==> config.mk <==
export PLATFORM = sky130hd
export DESIGN_NAME = seq_alu
export DESIGN_NICKNAME = d
export VERILOG_FILES = /design/src/rtl/seq_alu.sv
export SDC_FILE = /design/constraint.sdc
export NUM_CORES = 1
export LEC_CHECK = 0
export CORE_ASPECT_RATIO = 1.75
export CORE_MARGIN = 8
export CORE_UTILIZATION = 34
export CTS_BUF_LIST = sky130_fd_sc_hd__clkbuf_8
export DETAILED_ROUTE_END_ITERATION = 6
export GPL_ROUTABILITY_DRIVEN = 0
export PLACE_DENSITY = 0.52
export REMOVE_ABC_BUFFERS = 1
export SLEW_MARGIN = 20
export SYNTH_ARGS = -nofsm -noshare
export SYNTH_HDL_FRONTEND = slang
export SYNTH_SLANG_ARGS = --single-unit
export TNS_END_PERCENT = 50
==> constraint.sdc <==
create_clock -name clk -period 7.84 [get_ports clk]
set_clock_uncertainty 0.05 [all_clocks]
set_input_delay 1.568 -clock clk [delete_from_list [all_inputs] [get_ports clk]]
set_output_delay 1.568 -clock clk [all_outputs]
set_load 0.02 [all_outputs]
==> src/rtl/seq_alu.sv <==
// Multi-cycle ALU with a start/busy/done handshake.
// MUL (shift-add) and SRL (1 bit per cycle) iterate; all other ops finish one cycle after acceptance.
module seq_alu #(
  parameter int WIDTH = 32
) (
  input  logic             clk,
  input  logic             rst_n,
  input  logic             start,
  input  logic [2:0]       op,
  input  logic [WIDTH-1:0] A,
  input  logic [WIDTH-1:0] B,
  output logic             busy,
  output logic             done,
  output logic [WIDTH-1:0] res,
  output logic             zero,
  output logic             overflow
);

  localparam int SW = $clog2(WIDTH);
  localparam int M  = WIDTH - 1;

  localparam logic [2:0] OP_AND = 3'b000;
  localparam logic [2:0] OP_OR  = 3'b001;
  localparam logic [2:0] OP_ADD = 3'b010;
  localparam logic [2:0] OP_MUL = 3'b011;
  localparam logic [2:0] OP_NOR = 3'b100;
  localparam logic [2:0] OP_SRL = 3'b101;
  localparam logic [2:0] OP_SUB = 3'b110;
  localparam logic [2:0] OP_SLT = 3'b111;

  typedef enum logic {IDLE, RUN} state_t;

  state_t           state;
  logic [2:0]       op_q;
  logic [WIDTH-1:0] a_q;      // operand A, shifted multiplicand, or value being shifted
  logic [WIDTH-1:0] b_q;      // operand B, or multiplier consumed LSB first
  logic [WIDTH-1:0] acc;
  logic [SW-1:0]    cnt;

  logic [WIDTH-1:0] sum, diff, acc_nxt, step_res;
  logic             ovf_add, ovf_sub, step_ovf;
  logic [SW-1:0]    shamt_in;

  assign shamt_in = B[SW-1:0];

  always_comb begin
    sum      = a_q + b_q;
    diff     = a_q - b_q;
    ovf_add  = (a_q[M] == b_q[M]) && (sum[M] != a_q[M]);
    ovf_sub  = (a_q[M] != b_q[M]) && (diff[M] != a_q[M]);
    acc_nxt  = b_q[0] ? (acc + a_q) : acc;
    step_res = '0;
    step_ovf = 1'b0;
    case (op_q)
      OP_AND: step_res = a_q & b_q;
      OP_OR:  step_res = a_q | b_q;
      OP_ADD: begin step_res = sum;  step_ovf = ovf_add; end
      OP_MUL: step_res = acc_nxt;
      OP_NOR: step_res = ~(a_q | b_q);
      // b_q is left untouched for SRL, so a zero shift amount is still visible here
      OP_SRL: step_res = (b_q[SW-1:0] == '0) ? a_q : (a_q >> 1);
      OP_SUB: begin step_res = diff; step_ovf = ovf_sub; end
      OP_SLT: step_res = {{(WIDTH-1){1'b0}}, diff[M] ^ ovf_sub};
      default: step_res = '0;
    endcase
  end

  always_ff @(posedge clk or negedge rst_n) begin
    if (!rst_n) begin
      state    <= IDLE;
      op_q     <= '0;
      a_q      <= '0;
      b_q      <= '0;
      acc      <= '0;
      cnt      <= '0;
      busy     <= 1'b0;
      done     <= 1'b0;
      res      <= '0;
      zero     <= 1'b1;
      overflow <= 1'b0;
    end else begin
      done <= 1'b0;
      case (state)
        IDLE: begin
          if (start) begin
            op_q  <= op;
            a_q   <= A;
            b_q   <= B;
            acc   <= '0;
            busy  <= 1'b1;
            state <= RUN;
            if (op == OP_MUL)
              cnt <= SW'(WIDTH - 1);
            else if (op == OP_SRL && shamt_in != '0)
              cnt <= shamt_in - 1'b1;
            else
              cnt <= '0;
          end
        end
        RUN: begin
          if (cnt == '0) begin
            res      <= step_res;
            zero     <= (step_res == '0);
            overflow <= step_ovf;
            done     <= 1'b1;
            busy     <= 1'b0;
            state    <= IDLE;
          end else begin
            cnt <= cnt - 1'b1;
            if (op_q == OP_MUL) begin
              acc <= acc_nxt;
              a_q <= a_q << 1;
              b_q <= b_q >> 1;
            end else if (op_q == OP_SRL) begin
              a_q <= a_q >> 1;
            end
          end
        end
        default: state <= IDLE;
      endcase
    end
  end

endmodule
# == Yosys cells after proc, flatten, opt, wreduce, memory -nomap -nowiden ==
# Cells that the tools add are included.
# W data, S select, Z words.
# word_totals
reg_bits,141
latch_bits,0
ramBits,0
rom_bits,0
n_memories,0
# classes
addsub,5
n_mul,0
div_mod_pow,0
order_cmp,0
n_eq_ne,18
n_shift,0
muxes,30
bitwise_logic,5
reduce_logical,14
# ops
operator,count
$mux W32,12
$pmux W32 S8,1
$pmux W32 S2,3
$add A32 B32 Y32,2
$and A32 B32 Y32,1
$logic_not A32 Y1,1
$not A32 Y32,1
$or A32 B32 Y32,1
$sub A32 B32 Y32,1
$mux W5,4
$eq A3 B3 Y1 const B,5
$logic_not A5 Y1,2
$pmux W5 S2,1
$sub A5 B1 Y5 const B,2
$eq A3 B2 Y1 const B,3
$reduce_and A2 Y1,4
$mux W1,6
$pmux W1 S2,3
$reduce_and A3 Y1,2
$reduce_bool A5 Y1,1
$ne A2 B1 Y1 const B,2
$ne A2 B2 Y1 const B,2
$eq A3 B1 Y1 const B,1
$logic_and A1 B1 Y1,3
6 further kinds,8

# == Longest topological paths before layout ==
# depth
word_depth,6
depth_mapped,26
mapped_depth_nobuf,25

# == Least setup slack after synthesis ==
# OpenSTA, ideal clock, no wires.
# synth_path
path_type,register -> register
startpoint,register a_q[15]
endpoint,register zero
setup_time_ns,0.086
arrival_ns,4.613
required_time_ns,7.704
slack_ns,3.091
path_stages_with_launch,27
period_less_slack_ns,4.749
cell_sequence,dfrtp_1 > inv_1 > ha_1 > clkbuf_1 > nor4_1 > nand3_1 > a31oi_1 > or3_1 > a21o_1 > o22a_1 > a221oi_1 > nor2_1 > nor2_1 > nor2_1 > nor2_1 > fa_1 > nand3_1 > o21ai_0 > a221o_1 > a211oi_1 > nor3b_1 > nand4b_1 > a211oi_1 > nand4_1 > nor4b_1 > nand4_1 > o31ai_2
# synth_via
elab_chain_cells,6
word_cells_on_any_way,13
classes_between,3 x add/sub; 1 x eq/ne; 3 x mux; 4 x bitwise; 2 x reduce/logical
# synth_lines
element,line_no,rtl
"start, declared",35,logic [WIDTH-1:0] a_q;
"start signal, assigned",112,a_q <= a_q << 1;
"start signal, assigned",115,a_q <= a_q >> 1;
$sub A32 B32 Y32,48,diff = a_q - b_q;
$ne A1 B1 Y1,50,ovf_sub = (a_q[M] != b_q[M]) && (diff[M] != a_q[M]);
$logic_and A1 B1 Y1,50,
$xor A1 B1 Y1,63,"OP_SLT: step_res = {{(WIDTH-1){1'b0}}, diff[M] ^ ovf_sub};"
$pmux W32 S8 *,54,case (op_q)
$logic_not A32 Y1 *,103,zero <= (step_res == '0);
"end signal, assigned",103,
"end, declared",15,"output logic zero,"
# Mark *: on every way between the ends. The rest lies on a longest branch, timed or not.
# A chain may end at the register's enable or synchronous reset.

# == Worst setup path after layout ==
# layout_path
startpoint,register a_q[14]
endpoint,register zero
# Same word-level chain as after synthesis.

==> out/results.tsv <==
metric	value	unit
cts_buffer_depth	2	
drive_above_1_share	6.117	%
synth_flop_cell	dfrtp_1	
grt_pass1_wl	96130	um
rr_startpoint	a_q[14]	
die_area	49910	um^2
ys_ff_latch	141	
drt_iter0_drc	1218	
wl_per_cell	25.57	um
worstPathRequired	8230	ps
finalCritPeriodShare	82.68	%
clk_pin_slew_worst_paths	100	ps
finalWorstSetupSlack	1358	ps
h-tree-depth	4	
fill_cells	4389	
grt_max_degree	80	
hold_path_class	register to register	
final_net_count	2175	
synth_area_leaders	dfrtp_1 (24%), ha_1 (12%), o21ai_0 (6.8%)	
pre_cts_slack	1517	ps
synth_top_cell_by_area	dfrtp_1	
yosysUniqueCellTypes	91	
critPathKind	register to register	
vias	15264	
cts_made_buffers	17	
cts_tree	done	
grtUsageTotal	25.97	%
status	finished, violations left	
synth_edf_count	0	
dr.pass1.iters	7	
rsz0062_at_grt	false	
antenna_found_initial	1	
core_area	42420	um^2
cp-startpoint	a_q[14]	
syn_area	14540	um^2
hold_violations	0	
clock-sinks	141	
cp.arrival	6870	ps
setup_viol	0	
cap_violations	0	
wl	64950	um
layout_common_cells	nand2_1 (221), o21ai_0 (197), nor2_1 (176)	
holdBufCountCts	0	
mostFrequentLayoutCell	nand2_1	
die_height	289.6	um
rows	100	
crit_fanout	14	
yosysSeqAreaShare	24.27	%
fmax	154.3	MHz
first_global_vias	15275	
worstHoldStart	res[22]	
start_util	34.29	%
area_growth	13.64	%
drv_slew	0	
cts-resized-gates	0	
syn_inst	1934	
cts-root-buf	clkbuf_8	
io_buffers	105	
rr_worst_depth	25	
violations	design-rule violations	
startpoint_type	register	
ant_nets	0	
end_kind	register	
hold_path_depth	2	
finalCoreUtilization	38.97	%
worst_pin_slew	1102	ps
clock_latency	520	ps
avgSynthCellArea	7.520	um^2
postCtsSetupBuffers	0	
io_pins	106	
die_w	172.3	um
async_flop_share	100.0	%
dp_hpwl	48140	um
yosys.area.top_type_share	24.09	%
grt_overflow_total	0	
vias_per_cell	6.009	
drc	1	
maxSlewHeadroom	26.03	%
synth_warnings	0	
finalCriticalPeriod	6482	ps
## final cells by class
cell class	count	area (um^2)	area share, %
tap	561	701.9	4.247
clock inverter	14	191.4	1.158
inverter	129	484.2	2.930
multi-input combinational	1536	10050	60.82
sequential	141	3533	21.38
clock buffer	18	247.7	1.499
antenna	1	2.502	0.01514
timing repair buffer	140	1315	7.956
## per-layer routing
metal / vias up / part of all wire, % / track usage (%) / wire length [um]
met5: - / 0 / 0 / 0
met4: 0 / 8.5 / 20.77 / 5509
met1: 7221 / 36 / 27.21 / 23130
li1: 7040 / - / - / -
met2: 735 / 50 / 44.92 / 32270
met3: 268 / 6.2 / 4.542 / 4039
## worst max-delay path: stages, from the launching register on
cell      delay, ps
dfrtp_1         490
inv_1           100
ha_1            470
nor4_1          800
nand3_1         220
a31oi_1         280
or3_1           260
a21o_1          220
o22a_1          200
a221oi_1        130
nor2_1          110
nor2_1           60
nor2_1           90
nor2_1           70
fa_1            370
nand3_1          70
o21ai_0          90
a221o_1         300
a211oi_1        270
nor3b_1         370
nand4b_1        150
a211oi_1        260
nand4_1         200
nor4b_1         340
nand4_1         160
o31ai_2         280
## sequential cells by signal, summed over array words and instances, names as in the netlist
name	cells
a_q	32
b_q	32
state	1
cnt	5
done	1
zero	1
busy	1
op_q	3
overflow	1
res	32
acc	32
## kinds of logic after synthesis
logic type | synth area share [%]
AOI/OAI and AO/OA | 30.04
and+or+nand+nor | 18.77
adders and majority gates | 12.25
buffers and inverters | 6.865
DFF | 24.27
muxes | 4.370
xor gates and xnor gates | 3.433
## cell usage after synthesis, types with 10 or more instances
cell type  instances
nor4_1            10
a31oi_1           35
nand4_1           20
a21o_1            33
nor3_1            33
inv_1            126
nand2_1          223
buf_2             21
o21bai_1          10
nand3_1           40
o211ai_1          37
dfrtp_1          140
a211oi_1          14
nand2b_1          11
mux2_2            12
or2_2             12
o22ai_1           22
xnor2_1           46
ha_1             136
o221ai_1          14
o21ai_0          198
a21oi_1          165
nor2_1           176
buf_1             10
clkbuf_1          95
a22o_1            11
xor2_1            11
a221oi_1          16
o31ai_1           14
mux2i_1           50
nor2b_1           14
## worst paths after layout
check,end,slack (ps)
worst max-delay path,zero,1360
worst min-delay path,res[22],440
worst max register to register,zero,1360
worst min register to register,res[22],440
max in group asynchronous,a_q[17],5240
min in group asynchronous,busy,1040
## metrics by stage
step	setup TNS, ps	instances	cell area, um^2	hold slack [ps]
after floorplan	-24280	1806	14030	416.9
after global placement	0	2507	16090	410.4
after detailed placement	0	2507	16090	411.5
after CTS	0	2539	16530	443.0
after global routing	0	2540	16530	464.8
final	0	2540	16530	436.9
Power is left out: the tool's default activity adds up to more than one toggle a clock period on the data nets, which glitch-free logic cannot reach.
